$ cat src/rtl/io_interrupt_port_pkg.sv
// Shared definitions for the IO interrupt port: FSM encoding and default sizing.
package io_interrupt_port_pkg;

    localparam int unsigned DefaultDepth   = 4;
    localparam int unsigned DefaultHoldoff = 1;

    typedef enum logic [1:0] {
        StIdle    = 2'd0,
        StPending = 2'd1,
        StService = 2'd2,
        StHold    = 2'd3
    } irq_state_e;

endpackage

$ cat src/rtl/rx_fifo.sv
// Byte-wide receive FIFO; a push into a full FIFO succeeds only alongside a pop.
module rx_fifo #(
    parameter int unsigned Depth = 4,
    localparam int unsigned PtrW = $clog2(Depth),
    localparam int unsigned CntW = PtrW + 1
) (
    input  logic            clk_i,
    input  logic            rst_ni,
    input  logic            push_i,
    input  logic [7:0]      wdata_i,
    input  logic            pop_i,
    output logic [7:0]      rdata_o,
    output logic            full_o,
    output logic            empty_o,
    output logic [CntW-1:0] count_o
);

    logic [7:0]      mem_q [Depth];
    logic [PtrW-1:0] wptr_q, wptr_d;
    logic [PtrW-1:0] rptr_q, rptr_d;
    logic [CntW-1:0] count_q, count_d;
    logic            push_ok, pop_ok;

    assign full_o  = (count_q == CntW'(Depth));
    assign empty_o = (count_q == '0);
    assign count_o = count_q;
    assign rdata_o = mem_q[rptr_q];

    // Accept/pop qualification and pointer/count update; pointers wrap naturally.
    always_comb begin
        pop_ok  = pop_i && !empty_o;
        push_ok = push_i && (!full_o || pop_ok);
        wptr_d  = push_ok ? wptr_q + PtrW'(1) : wptr_q;
        rptr_d  = pop_ok ? rptr_q + PtrW'(1) : rptr_q;
        count_d = count_q;
        unique case ({push_ok, pop_ok})
            2'b10:   count_d = count_q + CntW'(1);
            2'b01:   count_d = count_q - CntW'(1);
            default: count_d = count_q;
        endcase
    end

    // Pointer and occupancy state.
    always_ff @(posedge clk_i or negedge rst_ni) begin
        if (!rst_ni) begin
            wptr_q  <= '0;
            rptr_q  <= '0;
            count_q <= '0;
        end else begin
            wptr_q  <= wptr_d;
            rptr_q  <= rptr_d;
            count_q <= count_d;
        end
    end

    // Storage needs no reset; empty entries are masked by the consumer.
    always_ff @(posedge clk_i) begin
        if (push_ok) begin
            mem_q[wptr_q] <= wdata_i;
        end
    end

endmodule

$ cat src/rtl/io_interrupt_port.sv
// Interrupt-driven IO port: RX FIFO toward the processor, latched TX byte back out.
module io_interrupt_port
    import io_interrupt_port_pkg::*;
#(
    parameter int unsigned DEPTH   = DefaultDepth,
    parameter int unsigned HOLDOFF = DefaultHoldoff
) (
    input  logic       clk,
    input  logic       reset,
    input  logic [7:0] ext_data,
    input  logic       ext_valid,
    output logic       ext_ready,
    output logic [7:0] data_in,
    output logic       interrupt,
    input  logic       int_ack,
    input  logic [7:0] data_out,
    input  logic       wr_en,
    output logic [7:0] port_out,
    output logic       port_out_strobe,
    output logic       overflow
);

    localparam int unsigned CntW = $clog2(DEPTH) + 1;

    irq_state_e      state_q, state_d;
    logic [2:0]      hold_q, hold_d;
    logic            irq_q, irq_d;
    logic            ovf_q, ovf_d;
    logic [7:0]      port_q;
    logic            strobe_q;
    logic [7:0]      head;
    logic            full, empty;
    logic [CntW-1:0] count;
    logic            ack_valid;

    rx_fifo #(
        .Depth (DEPTH)
    ) u_rx_fifo (
        .clk_i   (clk),
        .rst_ni  (reset),
        .push_i  (ext_valid),
        .wdata_i (ext_data),
        .pop_i   (ack_valid),
        .rdata_o (head),
        .full_o  (full),
        .empty_o (empty),
        .count_o (count)
    );

    assign ack_valid       = int_ack && (state_q == StService) && (count != '0);
    assign ext_ready       = !full;
    assign data_in         = empty ? 8'h00 : head;
    assign interrupt       = irq_q;
    assign overflow        = ovf_q;
    assign port_out        = port_q;
    assign port_out_strobe = strobe_q;

    // Interrupt FSM next state; interrupt is registered from the next state.
    always_comb begin
        state_d = state_q;
        hold_d  = hold_q;
        unique case (state_q)
            StIdle:    if (count != '0) state_d = StPending;
            StPending: state_d = StService;
            StService: begin
                if (ack_valid) begin
                    state_d = StHold;
                    hold_d  = '0;
                end
            end
            StHold: begin
                if (hold_q == 3'(HOLDOFF - 1)) begin
                    state_d = (count != '0) ? StPending : StIdle;
                end else begin
                    hold_d = hold_q + 3'd1;
                end
            end
            default:   state_d = StIdle;
        endcase
        irq_d = (state_d == StPending) || (state_d == StService);
        // A dropped byte is one offered while full with no pop to make room.
        ovf_d = ovf_q || (ext_valid && full && !ack_valid);
    end

    // FSM, interrupt and sticky overflow registers.
    always_ff @(posedge clk or negedge reset) begin
        if (!reset) begin
            state_q <= StIdle;
            hold_q  <= '0;
            irq_q   <= 1'b0;
            ovf_q   <= 1'b0;
        end else begin
            state_q <= state_d;
            hold_q  <= hold_d;
            irq_q   <= irq_d;
            ovf_q   <= ovf_d;
        end
    end

    // Processor write latch, independent of the receive path.
    always_ff @(posedge clk or negedge reset) begin
        if (!reset) begin
            port_q   <= 8'h00;
            strobe_q <= 1'b0;
        end else begin
            if (wr_en) port_q <= data_out;
            strobe_q <= wr_en;
        end
    end

endmodule

$ cat config.mk
export PLATFORM = sky130hd
export DESIGN_NAME = io_interrupt_port
export DESIGN_NICKNAME = d
export VERILOG_FILES = /design/src/rtl/io_interrupt_port_pkg.sv /design/src/rtl/rx_fifo.sv /design/src/rtl/io_interrupt_port.sv
export SDC_FILE = /design/constraint.sdc
export NUM_CORES = 1
export LEC_CHECK = 0
export BUFFER_PORTS_ARGS = -buffer_cell sky130_fd_sc_hd__buf_2
export CORE_ASPECT_RATIO = 1.5
export CORE_MARGIN = 2
export CORE_UTILIZATION = 49
export DETAILED_ROUTE_END_ITERATION = 12
export PLACE_DENSITY = 0.77
export SKIP_LAST_GASP = 1
export SLEW_MARGIN = 20
export SYNTH_ARGS = -nofsm -noshare
export SYNTH_HDL_FRONTEND = slang
export SYNTH_SLANG_ARGS = --single-unit
$ cat constraint.sdc
create_clock -name clk -period 1.9 [get_ports clk]
set_clock_uncertainty 0.2 [all_clocks]
set_input_delay 0.475 -clock clk [delete_from_list [all_inputs] [get_ports clk]]
set_output_delay 0.475 -clock clk [all_outputs]
set_load 0.01 [all_outputs]
==> results.md <==
* Avg WL per Cell at 15.4 µm
* Die H at 88.6 µm
* CP Data Required Time at 1.22 ns
* First-pass GRT wire length at 6380 µm
* Worst slew pin tran at 0.510 ns
* Post-synthesis sequential area ratio at 65.7%
* RD Place Congestion at 0.708
* Vias at 1351
* DRC viols at 0
* Core area at 0.00454 mm²
* YS warnings at 0
* Initial Util at 51.5%
* Top Ports at 41
* Synth unique cells at 34
* Post-route ant nets at 0
* Number of global-route vias before repair at 1427
* Fillers at 334
* Full die area at 0.00535 mm²
* Unrepaired setup endpoints after global routing: true
* Final instance area at 0.00291 mm²
* Area Growth Syn to Fin at 24.7%
* Lkg Pwr at 1.20 nW
* Clock sinks at 55
* CTS tree: yes
* Slowest cell on the critical path: mux4_2
* Syn_nets at 172
* Slew headroom at 66.0%
* Nets at 231
* Antenna diodes at 0
* Ys flop type: edfxtp_1
* Critical path capture point type: output port
* CP bufs+invs at 2
* Final hold vios at 0
* GRT Overall Usage at 16.8%
* CTS root buffer: clkbuf_8
* Worst hold-check path type: in -> reg
* Most frequent CP cell: buf_6
* Initial antenna violation count at 0
* EDFF count, synth at 32
* Share of layout cells above drive strength 1 at 49.8%
* Final wirelength at 4110 µm
* Tcrit/Tclk final at 120%
* Final worst setup slack at -0.376 ns
* Post-synthesis simple-gate area fraction at 8.40%
* Maximum clock path buffer count at 2
* Grt ovf at 0
* Flops & latches, synth at 55
* XOR/XNOR share of the synthesized area at 2.25%
* Highest ir drop seen on vdd at 0.706 mV
* Cell family with most CP delay: multiplexers
* Post-synthesis cell area at 0.00234 mm²
* Crit path largest cell delay at 0.50 ns
* Reg area at 0.00154 mm²
* Post-synthesis compound-gate area fraction at 3.69%
* DRT iter0 DRCs at 31
* Largest family of logic cells by synthesized area: multiplexers
* # Max-Cap Violations at 0
* Max Slew Vio Count at 0
* Failing checks: negative setup slack
* Cells after synthesis at 143
* Status: finished, violations left
* FP Rows at 30
* IO buf count at 40
* Worst-path maximum fanout at 5
* CTS clock-pin slew for the worst setup and hold paths at 0.10 ns
* Critical path type: reg -> out
* Ys async rst share at 41.8%
* Mean Syn Cell Area at 16.3 µm²
* Multiplexer area fraction after synthesis at 12.6%
* Final Util at 64.2%
* CP Cell Sequence: buf_6 > mux4_2 > and2_4 > buf_6
* Total CTS buffers at 5
* CTS H-tree lvls at 2
* Largest net degree at the start of global routing at 24
* First-pass DRT Iterations at 4
* PwrDens at 1460 mW/mm²
* Die Wd at 60.4 µm
* CP arrival at 1.60 ns
* Final setup fails at 9
* Worst skew pair latency at 0.30 ns
* Via/cell ratio at 5.06
* Crit start category: register
* DPL Wire Length at 3050 µm
* Period minus WS final at 2.28 ns
* Adder-cell share of the synthesized area at 4.60%
* Dpl cell area at 0.00272 mm²
* FMAX at 439 MHz
* Multi-input logic area at 795 µm²
## cell families (layout without fill, tap and decap cells)
kind of cell,Yosys count,count (layout)
buffers and inverters,14,74
adder cells (fa/ha/maj),8,8
flip-flops,55,55
XOR/XNOR,6,6
AND/OR/NAND/NOR,31,31
AO/OA/AOI/OAI,11,11
multiplexers,18,18
## worst register-to-register path: cells and delay by family (launching register included)
family	cells	cell delay [ns]
flip-flops	1	0.47
adder cells (fa/ha/maj)	2	0.45
XOR/XNOR	2	0.33
AND/OR/NAND/NOR	2	0.28
buffers and inverters	2	0.12
AO/OA/AOI/OAI	1	0.10
## metal layers
layer	GRT usage (%)	share of wire (%)	routed length, µm	up-vias
met4	6.67	1.8	76	0
met2	30.9	57	2360	43
met1	17.8	36	1490	668
met3	4.09	4.4	179	8
met5	0	0	0	-
li1	-	-	-	632
## cell usage after synthesis (all sizes together) (2+ instances only)
cell / n / area [µm²]
and2: 12 / 80.1
a21oi: 2 / 10.0
dfrtp: 23 / 576
mux2: 9 / 105
xor2: 4 / 35.0
xnor2: 2 / 17.5
nor2: 7 / 28.8
ha: 7 / 87.6
clkbuf: 2 / 8.75
mux4: 8 / 180
buf: 2 / 16.3
nor3b: 2 / 15.0
inv: 10 / 37.5
edfxtp: 32 / 961
o21ai: 4 / 20.0
nand2: 3 / 11.3
or3: 2 / 12.5
## report_power, final
group          internal [W]  total [W]  switching (W)
Clock              0.000259   0.000613       0.000354
Combinational       0.00105    0.00184       0.000791
Sequential          0.00159    0.00180       0.000214
## worst paths after layout
kind	endpoint	startpoint	slack [ns]	cells after the start
max	data_in[4]	u_rx_fifo.rptr_q[0]	-0.38	4
min	u_rx_fifo.mem_q[1][4]	ext_data[4]	0.18	1
max reg2reg	u_rx_fifo.count_o[2]	u_rx_fifo.count_o[1]	-0.14	9
min reg2reg	overflow	overflow	0.27	1
max in group asynchronous	u_rx_fifo.count_o[0]	reset	0.66	2
min in group asynchronous	state_q[1]	reset	0.46	2
## stage by stage
stage | TNS, ns | cells | setup slack [ns] | power [W] | hold slack (ns)
after floorplan | -0.0785 | 143 | -0.0643 | 0.00281 | -0.0206
after global placement | -0.649 | 256 | -0.139 | 0.00326 | 0.250
after detailed placement | -1.07 | 256 | -0.277 | 0.00337 | 0.251
after CTS | -3.24 | 266 | -0.422 | 0.00409 | 0.181
after global routing | -3.68 | 267 | -0.443 | 0.00454 | 0.173
final | -3.04 | 267 | -0.376 | 0.00426 | 0.185
## state kept, by name, indices dropped and copies added, names as in the netlist, 2 cells and up
name / count
u_rx_fifo.mem_q: 32
port_out: 8
hold_q: 3
u_rx_fifo.count_o: 3
state_q: 2
u_rx_fifo.rptr_q: 2
u_rx_fifo.wptr_q: 2
## final cells by class
type                            count  area share, %
Clock buffer                        6           2.49
Clock inverter                      2          0.429
Inverter                           10           1.29
Multi-Input combinational cell     74           27.3
Sequential cell                    55           52.8
Tap cell                           64           2.75
Timing Repair Buffer               56           13.0
## cells in the final DEF, fill, tap and decap left out, types with 3 or more instances in the layout
master | synthesis | routed
nor2_1 | 6 | 5
buf_4 | 0 | 12
mux4_2 | 8 | 8
and2_4 | 0 | 6
edfxtp_1 | 32 | 32
and2_2 | 4 | 4
clkbuf_8 | 0 | 5
dfrtp_1 | 23 | 21
o21ai_0 | 4 | 3
mux2_2 | 8 | 8
xor2_1 | 4 | 4
buf_6 | 1 | 10
inv_1 | 10 | 8
buf_2 | 1 | 33
ha_1 | 7 | 6
## what timing repair did
action | 4_1_cts | 5_1_grt
gates resized for setup | 8 | 13
endpoints found under the setup margin | 10 | 11
hold endpoints to repair | 23 | 0
hold buffers | 1 | 0
buffers inserted | 1 | 1
pin swaps | 7 | 5
Note: power is estimated with default switching activity, not from simulation.
